[src/rtl/mem_arbiter_pkg.sv]
// Shared definitions for the memory arbiter: FSM state encodings and the
// default bus widths used by the processor and RAM.
package mem_arbiter_pkg;

  typedef enum logic [1:0] {
    IDLE   = 2'd0,
    ACCESS = 2'd1,
    DONE   = 2'd2
  } arb_state_e;

  localparam int DEF_ADDR_W = 15;
  localparam int DEF_DATA_W = 8;
  localparam int CNT_W      = 4;

endpackage

[src/rtl/mem_arbiter_rr_select.sv]
// Combinational round-robin selector: finds the first requesting port after
// the last grant, wrapping modulo NPORTS.
module rr_select
  import mem_arbiter_pkg::*;
#(
  parameter int NPORTS = 2
) (
  input  logic [NPORTS-1:0]         req,
  input  logic [$clog2(NPORTS)-1:0] last_grant,
  output logic                      any_req,
  output logic [$clog2(NPORTS)-1:0] next_grant
);

  localparam int IDX_W = $clog2(NPORTS);

  int               cand;
  logic [IDX_W-1:0] cand_idx;
  logic             found;

  // Scan last+1 .. last+NPORTS; the last candidate is the previous grant itself.
  always_comb begin
    any_req    = |req;
    next_grant = last_grant;
    cand       = 0;
    cand_idx   = '0;
    found      = 1'b0;
    for (int k = 1; k <= NPORTS; k++) begin
      cand     = (int'(last_grant) + k) % NPORTS;
      cand_idx = IDX_W'(cand);
      if (!found && req[cand_idx]) begin
        next_grant = cand_idx;
        found      = 1'b1;
      end
    end
  end

endmodule

[src/rtl/mem_arbiter.sv]
// Multi-port RAM arbiter: round-robin grant, fixed-length RAM access with
// configurable wait states, and a one-cycle ack back to the granted port.
module mem_arbiter
  import mem_arbiter_pkg::*;
#(
  parameter int ADDR_W      = DEF_ADDR_W,
  parameter int DATA_W      = DEF_DATA_W,
  parameter int NPORTS      = 2,
  parameter int WAIT_CYCLES = 1
) (
  input  logic                      clk,
  input  logic                      rst_n,
  input  logic [NPORTS-1:0]         req,
  input  logic [NPORTS-1:0]         we,
  input  logic [NPORTS*ADDR_W-1:0]  addr_in,
  input  logic [NPORTS*DATA_W-1:0]  wdata_in,
  output logic [NPORTS-1:0]         ack,
  output logic [DATA_W-1:0]         rdata_out,
  output logic [ADDR_W-1:0]         ram_addr,
  output logic [DATA_W-1:0]         ram_wdata,
  input  logic [DATA_W-1:0]         ram_rdata,
  output logic                      ram_re,
  output logic                      ram_we,
  output logic                      busy,
  output logic [$clog2(NPORTS)-1:0] grant_id
);

  localparam int IDX_W = $clog2(NPORTS);

  arb_state_e        state_q, state_d;
  logic [CNT_W-1:0]  cnt_q, cnt_d;
  logic [IDX_W-1:0]  grant_q, grant_d;
  logic [ADDR_W-1:0] addr_q, addr_d;
  logic [DATA_W-1:0] wdata_q, wdata_d;
  logic              we_q, we_d;
  logic [DATA_W-1:0] rdata_q, rdata_d;
  logic              ram_re_q, ram_re_d;
  logic              ram_we_q, ram_we_d;
  logic [NPORTS-1:0] ack_q, ack_d;
  logic              busy_q, busy_d;

  logic              any_req;
  logic [IDX_W-1:0]  next_grant;
  logic [ADDR_W-1:0] addr_arr  [NPORTS];
  logic [DATA_W-1:0] wdata_arr [NPORTS];

  rr_select #(.NPORTS(NPORTS)) u_rr_select (
    .req        (req),
    .last_grant (grant_q),
    .any_req    (any_req),
    .next_grant (next_grant)
  );

  always_comb begin
    for (int i = 0; i < NPORTS; i++) begin
      addr_arr[i]  = addr_in[i*ADDR_W +: ADDR_W];
      wdata_arr[i] = wdata_in[i*DATA_W +: DATA_W];
    end
  end

  // Strobes and ack are computed one cycle ahead so they leave the flops clean.
  always_comb begin
    state_d  = state_q;
    cnt_d    = cnt_q;
    grant_d  = grant_q;
    addr_d   = addr_q;
    wdata_d  = wdata_q;
    we_d     = we_q;
    rdata_d  = rdata_q;
    ram_re_d = 1'b0;
    ram_we_d = 1'b0;
    ack_d    = '0;
    busy_d   = busy_q;
    case (state_q)
      IDLE: begin
        busy_d = 1'b0;
        if (any_req) begin
          grant_d  = next_grant;
          addr_d   = addr_arr[next_grant];
          wdata_d  = wdata_arr[next_grant];
          we_d     = we[next_grant];
          cnt_d    = CNT_W'(WAIT_CYCLES);
          state_d  = ACCESS;
          busy_d   = 1'b1;
          ram_re_d = !we[next_grant];
          ram_we_d = we[next_grant] && (WAIT_CYCLES == 0);
        end
      end
      ACCESS: begin
        busy_d = 1'b1;
        if (cnt_q == '0) begin
          state_d        = DONE;
          ack_d[grant_q] = 1'b1;
          if (!we_q) begin
            rdata_d = ram_rdata;
          end
        end else begin
          cnt_d    = cnt_q - CNT_W'(1);
          ram_re_d = !we_q;
          ram_we_d = we_q && (cnt_q == CNT_W'(1));
        end
      end
      DONE: begin
        state_d = IDLE;
        busy_d  = 1'b0;
      end
      default: begin
        state_d = IDLE;
        busy_d  = 1'b0;
      end
    endcase
  end

  always_ff @(posedge clk or negedge rst_n) begin
    if (!rst_n) begin
      state_q  <= IDLE;
      cnt_q    <= '0;
      grant_q  <= IDX_W'(NPORTS - 1);
      addr_q   <= '0;
      wdata_q  <= '0;
      we_q     <= 1'b0;
      rdata_q  <= '0;
      ram_re_q <= 1'b0;
      ram_we_q <= 1'b0;
      ack_q    <= '0;
      busy_q   <= 1'b0;
    end else begin
      state_q  <= state_d;
      cnt_q    <= cnt_d;
      grant_q  <= grant_d;
      addr_q   <= addr_d;
      wdata_q  <= wdata_d;
      we_q     <= we_d;
      rdata_q  <= rdata_d;
      ram_re_q <= ram_re_d;
      ram_we_q <= ram_we_d;
      ack_q    <= ack_d;
      busy_q   <= busy_d;
    end
  end

  assign ack       = ack_q;
  assign rdata_out = rdata_q;
  assign ram_addr  = addr_q;
  assign ram_wdata = wdata_q;
  assign ram_re    = ram_re_q;
  assign ram_we    = ram_we_q;
  assign busy      = busy_q;
  assign grant_id  = grant_q;

endmodule

[config.mk]
export PLATFORM = sky130hd
export DESIGN_NAME = mem_arbiter
export DESIGN_NICKNAME = d
export VERILOG_FILES = /design/src/rtl/mem_arbiter_pkg.sv /design/src/rtl/mem_arbiter_rr_select.sv /design/src/rtl/mem_arbiter.sv
export SDC_FILE = /design/constraint.sdc
export NUM_CORES = 1
export LEC_CHECK = 0
export BUFFER_PORTS_ARGS = -buffer_cell sky130_fd_sc_hd__buf_2
export CORE_ASPECT_RATIO = 1.1
export CORE_UTILIZATION = 35
export CTS_BUF_LIST = sky130_fd_sc_hd__clkbuf_4
export DETAILED_ROUTE_END_ITERATION = 12
export HOLD_SLACK_MARGIN = 0.15
export PLACE_DENSITY = 0.62
export REMOVE_ABC_BUFFERS = 1
export SLEW_MARGIN = 10
export SYNTH_ARGS = -nofsm -noshare
export SYNTH_HDL_FRONTEND = slang
export SYNTH_HIERARCHICAL = 1
export SYNTH_SLANG_ARGS = --single-unit
export TNS_END_PERCENT = 50
[constraint.sdc]
create_clock -name clk -period 2.2 [get_ports clk]
set_clock_uncertainty 0.2 [all_clocks]
set_input_delay 0.44 -clock clk [delete_from_list [all_inputs] [get_ports clk]]
set_output_delay 0.44 -clock clk [all_outputs]
set_load 0.01 [all_outputs]
After elaboration in Yosys (flattened, before gate mapping)
Cells that the tools add are included.

Reduce and logical (&&, ||, !) cells: 14. Add/sub/neg operators: 3. Eq/ne operators: 5. Bitwise gates (word level): 2. $lt $le $gt $ge: 6. Mux-type cells: 32.

Operators by type and width (number): $mux 15 (3); $mux 8 (3); $mux 1 (15); $lt 1x2->1 const B (4); $mux 2 (4); $mux 4 (2); $pmux 4 s2 (1); $ne 2x2->1 const B (3); $reduce_and 3->1 (2); $eq 4x1->1 const B (1); $logic_not 4->1 (1); $pmux 1 s2 (2); $pmux 2 s2 (1); $reduce_and 2->1 (2); $sub 4x1->4 const B (1); $logic_and 1x1->1 (3); $logic_not 1->1 (3); $add 1x1->1 const B (2); $eq 2x1->1 const B (1); $ge 2x2->1 const B (1); $logic_not 2->1 (1); $not 1->2 (1); $reduce_bool 2->1 (1); $reduce_or 2->1 (1); 3 further kinds (3).

Output and inout bits: 37. Register bits after elaboration: 44. Bits of input ports: 60. Logic and storage cells: 73.

Depth between registers and ports, before layout
Depth in word-level cells: 12. Mapped depth: 6. Depth with buffers taken out: 5.

Cells and area by module
The synthesis kept the hierarchy.

By module, submodules not included: mem_arbiter (cells an instance 166, instances 1, area an instance 1944.4 um^2, seq. area each 1102.3 um^2); rr_select (cells an instance 3, instances 1, area an instance 20.0 um^2, seq. area each 0.0 um^2).

Worst setup path before layout
Ideal clock, no wire load.

Path kind: register to register. Start: register cnt_q[0]. End: register rdata_q[0] (netlist: rdata_out[0]). Setup slack: 56 ps. Library setup time: 125 ps. Stages on the path, launching flop included: 7. Data required time: 1875 ps. Data arrival time: 1819 ps. Clock period less this slack: 2144 ps. Buffers on the path: 1. Cell sequence: dfrtp_1 -> inv_1 -> ha_1 -> or3b_4 -> or3_1 -> buf_6 -> mux2_4.

Longest elaborated chain between the ends: 2.

RTL lines: from (decl) (RTL line mem_arbiter.sv:31) `logic [CNT_W-1:0] cnt_q, cnt_d;`; from (signal assigned) (RTL line mem_arbiter.sv:129) `cnt_q <= cnt_d;`; $logic_not 4->1 (RTL line mem_arbiter.sv:91) `if (cnt_q == '0) begin`; $reduce_and 3->1 (no line); to (signal assigned) (RTL line mem_arbiter.sv:134) `rdata_q <= rdata_d;`; to (decl) (RTL line mem_arbiter.sv:36) `logic [DATA_W-1:0] rdata_q, rdata_d;`.

Every way passes these cells. A chain may end at the register's enable or synchronous reset.

Final worst setup path
Start: register cnt_q[1]. End: register rdata_q[1] (netlist: rdata_out[1]).

The elaborated chain is that of the path after synthesis.

==> results.md <==
- Cells after Synth: approximately 170
- Post-layout nets: 347
- Initial antenna violation count: 0
- Asr flop ratio synth: 1.00
- Initial drt markers: 40
- R2R setup slack: 0.03 ns
- Top_reg_cell synth: dfrtp_1
- CTS tree: built
- Seq pwr share: 0.395
- Clock Power Share: 0.137
- Max Cap Viol: 0
- Clk sinks: 44
- Post-Layout Cell Count: 360
- Worst hold path cell count: 3
- PD cells: 1290 mW/mm2
- Area grow syn2layout: 42.0%
- Antenna Violating Nets Remaining: 0
- Rel. slew slack: 0.649
- Sw Share: 0.360
- Die height: 80.6 um
- Area leader, netlist: dfrtp_1
- Bufs on Longest Clock Path: 2
- Drt wl/cell: ~12 um
- Cell total after placement: 341
- Critical path peak fanout: 8
- Peak VDD IR: 0.484 mV
- Row cnt: 28
- Ports: 97
- Latest clock arrival within the worst-skew pair: ~0.35 ns
- Final hold violations: 0
- Ranking of synthesized cells by area: dfrtp_1 55%, mux2i_1 13%, mux2_4 6.1%
- CP required: 2.24 ns
- Proportion of power drawn by combinational gates: 0.469
- Total power draw: 3.60 mW
- LEAKAGE: 1.44 nW
- First-pass GRT wire length: 6.58 mm
- Flops & latches, synth: 44
- Clock period minus worst slack: 2.17 ns
- Core Area: 0.00540 mm2
- Final setup fails: 0
- EDFF count, synth: 0
- Final period utilization: 0.986
- Total number of vias: 1596
- Post-DP HPWL: between 3 and 4 mm
- DRC viols: 0
- CTS clock-pin slew for the worst setup and hold paths: 0.13 ns
- Clk root buf: clkbuf_4
- Setup WS pre-CTS: around 0.013 ns
- Final core occ: 0.517
- Critical path arrival: 2.21 ns
- Sequential element share of the synthesized area: 0.561
- Post-Syn Area: 0.00196 mm2
- Fmax: 0.461 GHz
- Number of global-route vias before repair: 1468
- Synth top area share: 0.548
- Worst hold-check path type: in -> reg
- Congestion Overflow GR: 0
- RePlAce Congestion: 0.758
- Max-slew violations: 0
- R2R depth: 6
- Critical Path Start Type: flip-flop
- RSZ-0062 raised after global routing: no
- Pint: about 2.3 mW
- GRT Overall Usage: 0.147
- Pin count of the biggest net entering global routing: 32
- Status: finished clean
- DRT Pass-1 Iters: 3
- Syn. warnings: 6
- Distinct cells, synth: 28
- Synth Area per Inst: 11.6 um2
- Final WS setup: 0.0301 ns
- H-tree levels: 2
- Least-Margin Pin Slew: 0.526 ns
- Die ar.: around 0.0059 mm2
- Net load switching power: approximately 1.3 mW
- CP Capture Type: flip-flop
- Starting Density: 0.364
- TritonCTS buffer count: 5
- Layout cell share with drive strength beyond 1: 0.467
- # port buffers: 96
- Drt total wl: about 4.3 mm
- Antenna cell count: 0
- WS Path Type: reg -> reg
- Die width: 73.4 um
- Avg Vias per Cell: 4.43
## per-stage QoR
| step | setup TNS (ns) | area [um2] | hold slack, ns |
|---|---|---|---|
| 3_5_place_dp | 0 | 2600 | 0.252 |
| 3_3_place_gp | 0 | 2600 | 0.245 |
| 6_report | 0 | 2790 | 0.179 |
| 2_1_floorplan | -43.65 | 1920 | -0.0556 |
| 5_1_grt | 0 | 2790 | 0.177 |
| 4_1_cts | 0 | 2780 | 0.161 |
## routing by layer
layer  wire [um]  GRT usage  part of all wire  up-vias
met2        2230      0.264              0.51       50
met3         239     0.0339             0.055        4
met4          45     0.0481             0.010        0
met1        1820      0.172              0.42      736
met5           0          0                 0        -
li1            -          -                 -      806
## worst paths after layout
kind | startpoint | to
max | cnt_q[1] | rdata_out[1]
min | wdata_in[2] | ram_wdata[2]
max reg2reg | cnt_q[1] | rdata_out[1]
min reg2reg | rdata_out[0] | rdata_out[0]
max in group asynchronous | rst_n | ram_addr[13]
min in group asynchronous | rst_n | ram_we
## cells in the mapped netlist (2+ instances only)
| library cell | n |
|---|---|
| a21oi_1 | 23 |
| or3_1 | 2 |
| nand2_1 | 3 |
| mux2i_1 | 26 |
| inv_1 | 4 |
| nand2b_1 | 2 |
| mux2_4 | 8 |
| mux2_2 | 3 |
| buf_2 | 3 |
| buf_1 | 2 |
| clkbuf_1 | 3 |
| ha_1 | 3 |
| nor2_1 | 27 |
| dfrtp_1 | 43 |
| nand3_1 | 4 |
## repair_timing
| item | in CTS | in global routing |
|---|---|---|
| resized for setup | 1 | 1 |
| buffers inserted | 1 | 1 |
| hold buffers | 9 | 0 |
| endpoints found under the hold margin | 28 | 0 |
| endpoints found under the setup margin | 3 | 7 |
## worst max-delay path, cell delays in order (launching register included)
cell,delay [ns]
dfrtp_1,0.41
inv_1,0.08
ha_2,0.18
or3b_4,0.38
or3_1,0.36
buf_6,0.16
mux2_4,0.30
## flip-flops by register name (all words and copies together) (netlist names)
| name | cells |
|---|---|
| state_q | 2 |
| busy | 1 |
| cnt_q | 4 |
| ram_we | 1 |
| we_q | 1 |
| ack | 2 |
| ram_addr | 15 |
| rdata_out | 8 |
| grant_id | 1 |
| ram_wdata | 8 |
| ram_re | 1 |
## layout make-up
| class | count | area [um2] |
|---|---|---|
| fill | 517 | 2610 |
| tap | 75 | 93.8 |
| inverter | 4 | 15.0 |
| multi-input combinational | 112 | 822 |
| clock inverter | 2 | 35.0 |
| sequential | 44 | 1100 |
| timing repair buffer | 117 | 677 |
| clock buffer | 6 | 45.0 |
## power groups by stage
stage	registers, mW	logic, mW	clock network [mW]
after floorplan	1.58	0.856	0
after global placement	1.43	1.62	0
after detailed placement	1.44	1.67	0
after CTS	1.42	1.70	0.522
after global routing	1.47	1.87	0.560
final	1.42	1.69	0.492
## layout by cell type (no fill, tap or decap), types with 2 or more instances in the layout
cell type      instances
buf_2                 96
dfrtp_1               43
nor2_1                27
mux2i_1               25
a21oi_1               23
buf_4                 10
dlygate4sd3_1          9
mux2_4                 8
clkbuf_4               6
inv_1                  4
nand3_1                4
nand2_1                3
mux2_2                 3
nand2b_1               2
or3_1                  2
ha_1                   2
## logic make-up after synthesis
logic type	count (synthesis)	share of synthesized area
AOI/OAI and AO/OA	27	0.0720
DFF	44	0.561
buffers and inverters	13	0.0306
adders and majority gates	3	0.0191
and+or+nand+nor	45	0.106
muxes	37	0.211
No activity file was read; power rests on OpenSTA's default activity.
